### src/rtl/ucsbece154b_hazard_ctrl_pkg.sv
// Shared encodings and helpers for the pipeline hazard controller.
package ucsbece154b_hazard_ctrl_pkg;

    localparam int unsigned REG_W = 5;
    localparam int unsigned SEL_W = 2;

    // ResultSrc encodings driven by the decoder in E.
    typedef enum logic [SEL_W-1:0] {
        RES_ALU  = 2'b00,
        RES_LOAD = 2'b01,
        RES_PC4  = 2'b10,
        RES_IMM  = 2'b11
    } result_src_e;

    // Forwarding mux selects for the E-stage ALU operands.
    typedef enum logic [SEL_W-1:0] {
        FWD_RF = 2'b00,
        FWD_W  = 2'b01,
        FWD_M  = 2'b10
    } fwd_e;

    // Memory-wait sequencing states.
    typedef enum logic {
        ST_RUN  = 1'b0,
        ST_WAIT = 1'b1
    } state_e;

    // Operand forwarding select; the younger producer in M wins over W.
    function automatic fwd_e fwd_sel(
        input logic [REG_W-1:0] rs,
        input logic [REG_W-1:0] rd_m,
        input logic             wr_m,
        input logic [REG_W-1:0] rd_w,
        input logic             wr_w
    );
        fwd_e sel;
        sel = FWD_RF;
        if (rs != REG_W'(0)) begin
            if (wr_m && (rs == rd_m)) begin
                sel = FWD_M;
            end else if (wr_w && (rs == rd_w)) begin
                sel = FWD_W;
            end
        end
        return sel;
    endfunction

endpackage

### src/rtl/ucsbece154b_sat_counter.sv
// Saturating up-counter used for the pipeline performance statistics.
module ucsbece154b_sat_counter #(
    parameter int unsigned W = 32
) (
    input  logic         clk,
    input  logic         reset,
    input  logic         inc_i,
    output logic [W-1:0] count_o
);

    logic [W-1:0] count_q;
    logic [W-1:0] count_d;

    // Increment when requested, holding at all-ones instead of wrapping.
    always_comb begin
        count_d = count_q;
        if (inc_i && (count_q != '1)) begin
            count_d = count_q + W'(1);
        end
    end

    // Count register.
    always_ff @(posedge clk or posedge reset) begin
        if (reset) begin
            count_q <= '0;
        end else begin
            count_q <= count_d;
        end
    end

    assign count_o = count_q;

endmodule

### src/rtl/ucsbece154b_hazard_ctrl.sv
// Hazard and sequencing control for the 5-stage RISC-V pipeline:
// forwarding, load-use stalls, branch flushes and data-memory wait freeze.
module ucsbece154b_hazard_ctrl
    import ucsbece154b_hazard_ctrl_pkg::*;
#(
    parameter int unsigned CNT_W   = 32,
    parameter int unsigned TIMEOUT = 1024,
    parameter int unsigned TMR_W   = 16
) (
    input  logic             clk,
    input  logic             reset,
    input  logic [4:0]       Rs1D_i,
    input  logic [4:0]       Rs2D_i,
    input  logic [4:0]       Rs1E_i,
    input  logic [4:0]       Rs2E_i,
    input  logic [4:0]       RdE_i,
    input  logic [4:0]       RdM_i,
    input  logic [4:0]       RdW_i,
    input  logic             RegWriteM_i,
    input  logic             RegWriteW_i,
    input  logic [1:0]       ResultSrcE_i,
    input  logic             PCSrcE_i,
    input  logic             MemAccessM_i,
    input  logic             DMemReady_i,
    output logic [1:0]       ForwardAE_o,
    output logic [1:0]       ForwardBE_o,
    output logic             StallF_o,
    output logic             StallD_o,
    output logic             StallE_o,
    output logic             StallM_o,
    output logic             FlushD_o,
    output logic             FlushE_o,
    output logic             FlushW_o,
    output logic             DMemReq_o,
    output logic             Timeout_o,
    output logic [CNT_W-1:0] LoadUseCnt_o,
    output logic [CNT_W-1:0] FlushCnt_o,
    output logic [CNT_W-1:0] MemWaitCnt_o
);

    localparam logic [TMR_W-1:0] TMR_LAST = TMR_W'(TIMEOUT - 1);

    logic        lw_stall_c;
    logic        mem_freeze_c;

    state_e           state_q;
    state_e           state_d;
    logic [TMR_W-1:0] timer_q;
    logic [TMR_W-1:0] timer_d;
    logic             timeout_q;
    logic             timeout_d;

    // A load in E whose destination is read by the instruction in D.
    assign lw_stall_c = (ResultSrcE_i == RES_LOAD) && (RdE_i != 5'd0)
                     && ((Rs1D_i == RdE_i) || (Rs2D_i == RdE_i));

    // Outstanding M-stage access; a zero-wait access never freezes.
    assign mem_freeze_c = MemAccessM_i && !DMemReady_i;

    // Forwarding, stall and flush controls, all forced low while in reset.
    // A freeze overrides flushes so a branch in E is kept and acted on later.
    always_comb begin
        ForwardAE_o = FWD_RF;
        ForwardBE_o = FWD_RF;
        StallF_o    = 1'b0;
        StallD_o    = 1'b0;
        StallE_o    = 1'b0;
        StallM_o    = 1'b0;
        FlushD_o    = 1'b0;
        FlushE_o    = 1'b0;
        FlushW_o    = 1'b0;
        DMemReq_o   = 1'b0;
        if (!reset) begin
            ForwardAE_o = fwd_sel(Rs1E_i, RdM_i, RegWriteM_i, RdW_i, RegWriteW_i);
            ForwardBE_o = fwd_sel(Rs2E_i, RdM_i, RegWriteM_i, RdW_i, RegWriteW_i);
            StallF_o    = mem_freeze_c | lw_stall_c;
            StallD_o    = mem_freeze_c | lw_stall_c;
            StallE_o    = mem_freeze_c;
            StallM_o    = mem_freeze_c;
            FlushW_o    = mem_freeze_c;
            FlushD_o    = PCSrcE_i & !mem_freeze_c;
            FlushE_o    = (lw_stall_c | PCSrcE_i) & !mem_freeze_c;
            DMemReq_o   = MemAccessM_i;
        end
    end

    // Wait-state register, wait timer and sticky timeout flag.
    always_ff @(posedge clk or posedge reset) begin
        if (reset) begin
            state_q   <= ST_RUN;
            timer_q   <= '0;
            timeout_q <= 1'b0;
        end else begin
            state_q   <= state_d;
            timer_q   <= timer_d;
            timeout_q <= timeout_d;
        end
    end

    // Next-state: time the wait; the timeout only flags, it never releases.
    always_comb begin
        state_d   = state_q;
        timer_d   = timer_q;
        timeout_d = timeout_q;
        case (state_q)
            ST_RUN: begin
                timer_d = '0;
                if (mem_freeze_c) begin
                    state_d = ST_WAIT;
                end
            end
            ST_WAIT: begin
                if (timer_q != '1) begin
                    timer_d = timer_q + TMR_W'(1);
                end
                if (timer_q == TMR_LAST) begin
                    timeout_d = 1'b1;
                end
                if (!mem_freeze_c) begin
                    state_d = ST_RUN;
                end
            end
            default: begin
                state_d = ST_RUN;
                timer_d = '0;
            end
        endcase
    end

    assign Timeout_o = timeout_q;

    // Load-use stall cycles that actually insert a bubble.
    ucsbece154b_sat_counter #(.W(CNT_W)) u_load_use_cnt (
        .clk     (clk),
        .reset   (reset),
        .inc_i   (lw_stall_c & !mem_freeze_c),
        .count_o (LoadUseCnt_o)
    );

    // Branch/jump flush cycles that take effect.
    ucsbece154b_sat_counter #(.W(CNT_W)) u_flush_cnt (
        .clk     (clk),
        .reset   (reset),
        .inc_i   (PCSrcE_i & !mem_freeze_c),
        .count_o (FlushCnt_o)
    );

    // Cycles spent frozen on data memory.
    ucsbece154b_sat_counter #(.W(CNT_W)) u_mem_wait_cnt (
        .clk     (clk),
        .reset   (reset),
        .inc_i   (mem_freeze_c),
        .count_o (MemWaitCnt_o)
    );

endmodule

### config.mk
export PLATFORM = sky130hd
export DESIGN_NAME = ucsbece154b_hazard_ctrl
export DESIGN_NICKNAME = d
export VERILOG_FILES = /design/src/rtl/ucsbece154b_hazard_ctrl_pkg.sv /design/src/rtl/ucsbece154b_sat_counter.sv /design/src/rtl/ucsbece154b_hazard_ctrl.sv
export SDC_FILE = /design/constraint.sdc
export NUM_CORES = 1
export LEC_CHECK = 0
export CAP_MARGIN = 20
export CORE_MARGIN = 2
export CORE_UTILIZATION = 35
export CTS_CLUSTER_SIZE = 10
export DETAILED_ROUTE_END_ITERATION = 6
export HOLD_SLACK_MARGIN = 0.1
export PLACE_DENSITY = 0.6
export REMOVE_ABC_BUFFERS = 1
export SETUP_SLACK_MARGIN = 0.15
export SYNTH_ARGS = -nofsm -noshare
export SYNTH_HDL_FRONTEND = slang
export SYNTH_SLANG_ARGS = --single-unit
### constraint.sdc
create_clock -name clk -period 5.3 [get_ports clk]
set_clock_uncertainty 0.2 [all_clocks]
set_input_delay 1.06 -clock clk [delete_from_list [all_inputs] [get_ports clk]]
set_output_delay 1.06 -clock clk [all_outputs]
set_load 0.05 [all_outputs]
==> run_results.csv, run 1 <==
group,metric,value,unit
setup_path,critical_path.max_fanout,5,
routing,detail_route.vias_per_cell,5.187,
timing,final_hold_viol_count,0,
global_routing,all_layer_global_routing_usage,18.49,%
setup_path,critical_path_depth,7,
routing,initialDrtViolationCount,260,
clocking,cts_buffers,17,
setup_path,critPathArrivalTime,3.40,ns
setup_path,critPathLaunchType,"input port",
synth,postSynthAreaPerCell,10.11,sq um
floorplanning,fp.dieH,134.5,um
clocking,clock_tree.root_cell,"clkbuf_16",
finish,layout.filler_cells,1533,
setup_path,rrSetupSlack,2.72,ns
setup_path,critical_path.max_stage_delay,0.82,ns
timing,layout_setup_ws,0.6372,ns
floorplanning,ioPinCount,153,
timing,timing.final.max_slew_violations,0,
clocking,postCtsSetupRepairBufs,0,
global_routing,antenna_found_initial,0,
placed_design,gp_congestion,0.8292,
setup_path,required,4.04,ns
setup_path,cpLargestDelayFamily,"buffers and inverters",
placed_design,post-place-ws,0.6384,ns
setup_path,critPathCapture,"StallD_o",
routing,detailroute.via_count,5109,
clocking,clk_transition_reported_paths,0.05,ns
floorplanning,design.die.area,18100,sq um
floorplanning,floorplan.core_area,16640,sq um
clocking,postCtsResizedCells,0,
power_and_ir_drop,leakage,3.428,nW
synth,async_reset_ff_share,100.0,%
finish,fin_nets,800,
timing,rsz_0062_raised_after_global_routing,"false",
status,run_status,"finished, final reports clean",
power_and_ir_drop,power_per_cell_area,320.4,nW/um^2
clocking,cts_hold_buf,0,
routing,detailedRoute.firstPassIterationCount,5,
floorplanning,die-width,134.5,um
clocking,clock_latency,0.42,ns
timing,actual_slew_at_the_worst_max_slew_pin,0.7515,ns
timing,relSlewSlack,49.90,%
setup_path,combined_buffer_and_inverter_count_along_the_critical_path,2,
clocking,tritoncts_num_sinks,114,
clocking,tritoncts,"built",
synth,syn_inst,590,
hold_path,hold_path_class,"reg2reg",
setup_path,r2r_end,"u_load_use_cnt.count_o[1]",
placed_design,place_hpwl,11840,um
synth,syn_area,5964,sq um
global_routing,grt_first_pass_wirelength,26560,um
setup_path,path_cells,"clkdlybuf4s50_1 > xnor2_1 > nand3_1 > o22ai_1 > o211a_1 > a21o_1 > clkdlybuf4s50_1",
setup_path,timing.critical_path.slowest_stage_cell,"clkdlybuf4s50_1",
timing,fin_crit,4.663,ns
flow_run,max-cap-violations,0,
floorplanning,row_count,47,
global_routing,first_global_vias,5123,
routing,postRouteWirelength,16150,um
timing,fin_tns_setup,0,ns
finish,synthToLayoutAreaGrowth,39.33,%
timing,fmax,214.5,MHz
timing,worst_hold_slack,0.2717,ns
synth,synth.top_cells.by_area,"dfrtp_1, xnor2_1, xor2_1",
clocking,h_tree_depth,4,
synth,ys_ff_latch,114,
routing,routedWlPerCell,16.39,um
setup_path,startpoint,"RdE_i[0]",
routing,drc,0,
synth,post-synth-top-count-cell,"dfrtp_1",
placed_design,port-buffer-count,152,
synth,synthFlopType,"dfrtp_1",
setup_path,criticalPathCategory,"in2out",
power_and_ir_drop,power.ir.vdd_worst,0.2898,mV
synth,yosys.area.top_type_share,47.83,%
timing,fin_crit_sh,87.98,%
global_routing,gr-total-overflow,0,
clocking,clockBufferDepth,2,
synth,synth.yosys.seq_area_share,47.83,%
synth,ys_types,51,
global_routing,largest_net_degree_at_the_start_of_global_routing,60,
finish,antenna_cells,0,
routing,antenna_violating_nets_post_route,0,
setup_path,worstRegToRegCells,6,
setup_path,regToRegStartpoint,"u_load_use_cnt.count_o[8]",
setup_path,end_kind,"output port",
synth,ys_top_cells_by_count,"dfrtp_1, xnor2_1, nand3_1, nand2_1, xor2_1",
timing,setup_viol,0,
setup_path,worst_path_most_repeated_cell,"clkdlybuf4s50_1",
floorplanning,floorplan.initialDensity,35.84,%
finish,ratio_of_cells_with_drive_above_1_in_the_final_layout,6.536,%
synth,yosysWarnings,0,
synth,synth_area_leader_cell,"dfrtp_1",
synth,synth_edf_count,0,
[layout by cell type, fill, tap and decap left out, types with 26 or more instances in the layout]
cell type        instances
clkdlybuf4s50_1        150
dfrtp_1                114
xnor2_1                 83
nand3_1                 61
nand2_1                 49
xor2_1                  49
nand4_1                 37
nor2_1                  33
nor3_1                  26
[sequential cells by signal, summed over array words and instances, names as in the netlist]
name and count:
u_flush_cnt.count_o 32, Timeout_o 1, state_q 1, u_mem_wait_cnt.count_o 32
timer_q 16, u_load_use_cnt.count_o 32
[layer usage]
layer | track usage, % | vias to the layer above | share of wire [%]
met5 | 0 | - | 0
met4 | 5.614 | 0 | 1.4
met3 | 6.006 | 23 | 5.9
met2 | 29.56 | 152 | 47
met1 | 23.97 | 2514 | 46
li1 | - | 2420 | -
[cells by family after synthesis]
kind of cell / after synthesis / share of synthesized area [%]
XOR/XNOR: 132 / 19.38
multiplexers: 5 / 0.9020
AND/OR/NAND/NOR: 288 / 26.43
AO/OA/AOI/OAI: 22 / 2.622
adder cells (fa/ha/maj): 4 / 0.8391
buffers and inverters: 25 / 1.993
flip-flops: 114 / 47.83
[layout make-up]
cell class              instances  area [sq um]  area share [%]
multi-input cells             451          2993           36.01
flip-flops and latches        114          2853           34.33
repair buffers                157          1554           18.70
clock buffers                  23         488.0           5.872
well taps                     220         275.3           3.312
clock inverters                 9         103.9           1.250
inverters                      11         43.79          0.5269
[metrics by stage]
stage                     total power, mW  utilization, %  instances  area (sq um)
final                               2.663           49.94        985          8310
after global placement              1.537           46.38        953          7719
after global routing                2.775           49.94        985          8310
after floorplan                     1.331               -        576          5887
after CTS                           2.692           49.94        985          8310
after detailed placement            1.546           46.38        953          7719
[worst reg2reg max path: stages (launching register included)]
cell and delay, ns:
dfrtp_1 0.45, and4_1 0.32, and4_1 0.27, and4_1 0.53
nor2_2 0.19, nand2_1 0.16, mux2_2 0.34
[how the worst min path moves through the flow]
stage                          startpoint                         end  slack (ns)  depth (start not counted)
6_report                        Timeout_o                   Timeout_o        0.27                          1
5_1_grt           u_flush_cnt.count_o[26]     u_flush_cnt.count_o[26]        0.31                          1
3_3_place_gp   u_load_use_cnt.count_o[13]  u_load_use_cnt.count_o[13]        0.28                          1
4_1_cts                         Timeout_o                   Timeout_o        0.29                          1
3_5_place_dp                    Timeout_o                   Timeout_o        0.28                          1
2_1_floorplan                  timer_q[2]                  timer_q[2]        0.31                          2
[where the power goes]
group | internal (mW) | switching, mW
clock | 0.738 | 0.396
sequential | 0.927 | 0.0833
combinational | 0.192 | 0.327
Note: power is estimated with default switching activity, not from simulation.
==> run 2: changes to the inputs <==
ABC_CLOCK_PERIOD_IN_PS = 5300   (was unset)
==> results of run 2 <==
Same layout as run 1: the final DEF is identical, and so are final timing and power.
==> run 3: changes to the inputs <==
ABC_CLOCK_PERIOD_IN_PS = 5100   (was 5300)
PLACE_DENSITY = 0.57   (was 0.6)
SLEW_MARGIN = 20   (was unset)
clock period = 5.1 ns   (was 5.3 ns; I/O delays follow)
==> run 3 against run 2 <==
Against the previous run: the run now ends with design-rule violations left; highest routed layer unchanged; final area grew 0.96%; final cell count is the same; via count shrank 1.6%; setup slack lost 0.057 ns; non-clock buffer count is the same; flip-flop and latch count is the same; global-route usage grew 0.12 points; utilization grew 0.48 points.
==> run_results.csv, run 3 (same netlist as run 1, synthesis figures left out) <==
group,metric,value,unit
setup_path,r2r_end,"u_load_use_cnt.count_o[1]",
placed_design,post-place-ws,0.6079,ns
clocking,cts_hold_buf,0,
setup_path,end_kind,"output port",
global_routing,antenna_found_initial,0,
finish,layout.filler_cells,1483,
clocking,tritoncts_num_sinks,114,
setup_path,rrSetupSlack,2.58,ns
placed_design,port-buffer-count,152,
clocking,clockBufferDepth,2,
placed_design,gp_congestion,0.8995,
clocking,postCtsResizedCells,0,
setup_path,critPathLaunchType,"input port",
clocking,clk_transition_reported_paths,0.05,ns
hold_path,hold_path_class,"reg2reg",
hold_path,timing.hold.worst.start,"Timeout_o",
setup_path,critPathArrivalTime,3.30,ns
setup_path,critical_path.max_fanout,3,
timing,layout_setup_ws,0.5805,ns
timing,relSlewSlack,48.17,%
routing,drc,4,
hold_path,worst_min_delay_path_endpoint,"Timeout_o",
routing,detailedRoute.firstPassIterationCount,7,
power_and_ir_drop,finalPower,2.867,mW
power_and_ir_drop,power_per_cell_area,341.8,nW/um^2
floorplanning,floorplan.core_area,16640,sq um
routing,detail_route.vias_per_cell,5.105,
floorplanning,die-width,134.5,um
routing,detailroute.via_count,5028,
setup_path,criticalPathCategory,"in2out",
finish,final_cell_mix,"clkdlybuf4s50_1, dfrtp_1, xnor2_1",
timing,fin_crit_sh,88.62,%
clocking,h_tree_depth,4,
power_and_ir_drop,leakage,3.468,nW
routing,routedWlPerCell,16.20,um
timing,rsz_0062_raised_after_global_routing,"false",
hold_path,holdPathStages,1,
clocking,postCtsSetupRepairBufs,0,
floorplanning,fp.dieH,134.5,um
setup_path,worstRegToRegCells,6,
clocking,tritoncts,"built",
finish,synthToLayoutAreaGrowth,40.68,%
finish,antenna_cells,0,
clocking,clock_latency,0.42,ns
global_routing,gr-total-overflow,0,
setup_path,regToRegStartpoint,"u_load_use_cnt.count_o[8]",
clocking,clock_tree.root_cell,"clkbuf_16",
timing,timing.final.max_slew_violations,0,
flow_run,max-cap-violations,0,
timing,fmax,221.3,MHz
timing,final_hold_viol_count,0,
power_and_ir_drop,power.ir.vdd_worst,0.3351,mV
timing,actual_slew_at_the_worst_max_slew_pin,0.7774,ns
floorplanning,floorplan.initialDensity,35.84,%
routing,antenna_violating_nets_post_route,0,
routing,initialDrtViolationCount,305,
floorplanning,design.die.area,18100,sq um
floorplanning,ioPinCount,153,
global_routing,first_global_vias,5075,
global_routing,largest_net_degree_at_the_start_of_global_routing,64,
global_routing,grt_first_pass_wirelength,26410,um
finish,ratio_of_cells_with_drive_above_1_in_the_final_layout,7.190,%
timing,setup_viol,0,
finish,final_common_cell,"clkdlybuf4s50_1",
placed_design,place_hpwl,11670,um
status,run_status,"finished with violations",
global_routing,all_layer_global_routing_usage,18.61,%
finish,fin_nets,800,
timing,fin_crit,4.520,ns
setup_path,required,3.88,ns
routing,postRouteWirelength,15960,um
floorplanning,row_count,47,
clocking,cts_buffers,17,
status,violations,"design-rule violations",
==> run 3: cell type report <==
cell class                 count  area, sq um  share of cell area, %
clock buffer                  25        525.5                  6.263
clock inverter                 7        118.9                  1.417
inverter                      11        43.79                 0.5219
multi-input combinational    451         2993                  35.67
sequential                   114         2853                  34.00
tap                          220        275.3                  3.281
timing repair buffer         157         1582                  18.85
==> run 3: worst max path at each step <==
stage | start | endpoint | cells past startpoint
4_1_cts | Rs2E_i[1] | ForwardBE_o[1] | 6
2_1_floorplan | reset | ForwardBE_o[0] | 3
5_1_grt | Rs2E_i[4] | ForwardBE_o[1] | 6
6_report | Rs2E_i[1] | ForwardBE_o[1] | 6
3_5_place_dp | Rs2E_i[1] | ForwardBE_o[1] | 6
3_3_place_gp | Rs2E_i[1] | ForwardBE_o[1] | 6
==> run 3: worst max-delay path, cell delays in order <==
cell and delay (ns):
clkdlybuf4s50_1 0.46, xor2_1 0.19, nor4_1 0.33, and3_1 0.23, nor3b_1 0.23, clkdlybuf4s50_1 0.84
==> run 3: through the flow <==
step | instances | area, sq um | TNS (ns) | utilization [%] | hold WS, ns
final | 985 | 8391 | 0 | 50.42 | 0.2770
after global routing | 985 | 8391 | 0 | 50.42 | 0.3033
after CTS | 985 | 8391 | 0 | 50.42 | 0.2861
after detailed placement | 953 | 7746 | 0 | 46.55 | 0.2739
after global placement | 953 | 7746 | 0 | 46.55 | 0.2651
after floorplan | 576 | 5887 | -3.427 | - | 0.3105
==> run 3: power by group <==
group / internal (mW) / total [mW] / switching, mW
clock: 0.859 / 1.28 / 0.417
combinational: 0.201 / 0.541 / 0.340
sequential: 0.963 / 1.05 / 0.0877
total: 2.02 / 2.87 / 0.845
==> run 3: per-layer routing <==
| metal | GRT usage (%) | up-vias | share of wire (%) |
|---|---|---|---|
| met5 | 0 | - | 0 |
| met4 | 5.965 | 0 | 1.3 |
| met3 | 6.532 | 19 | 6.9 |
| met2 | 28.94 | 147 | 47 |
| met1 | 24.40 | 2445 | 45 |
| li1 | - | 2417 | - |
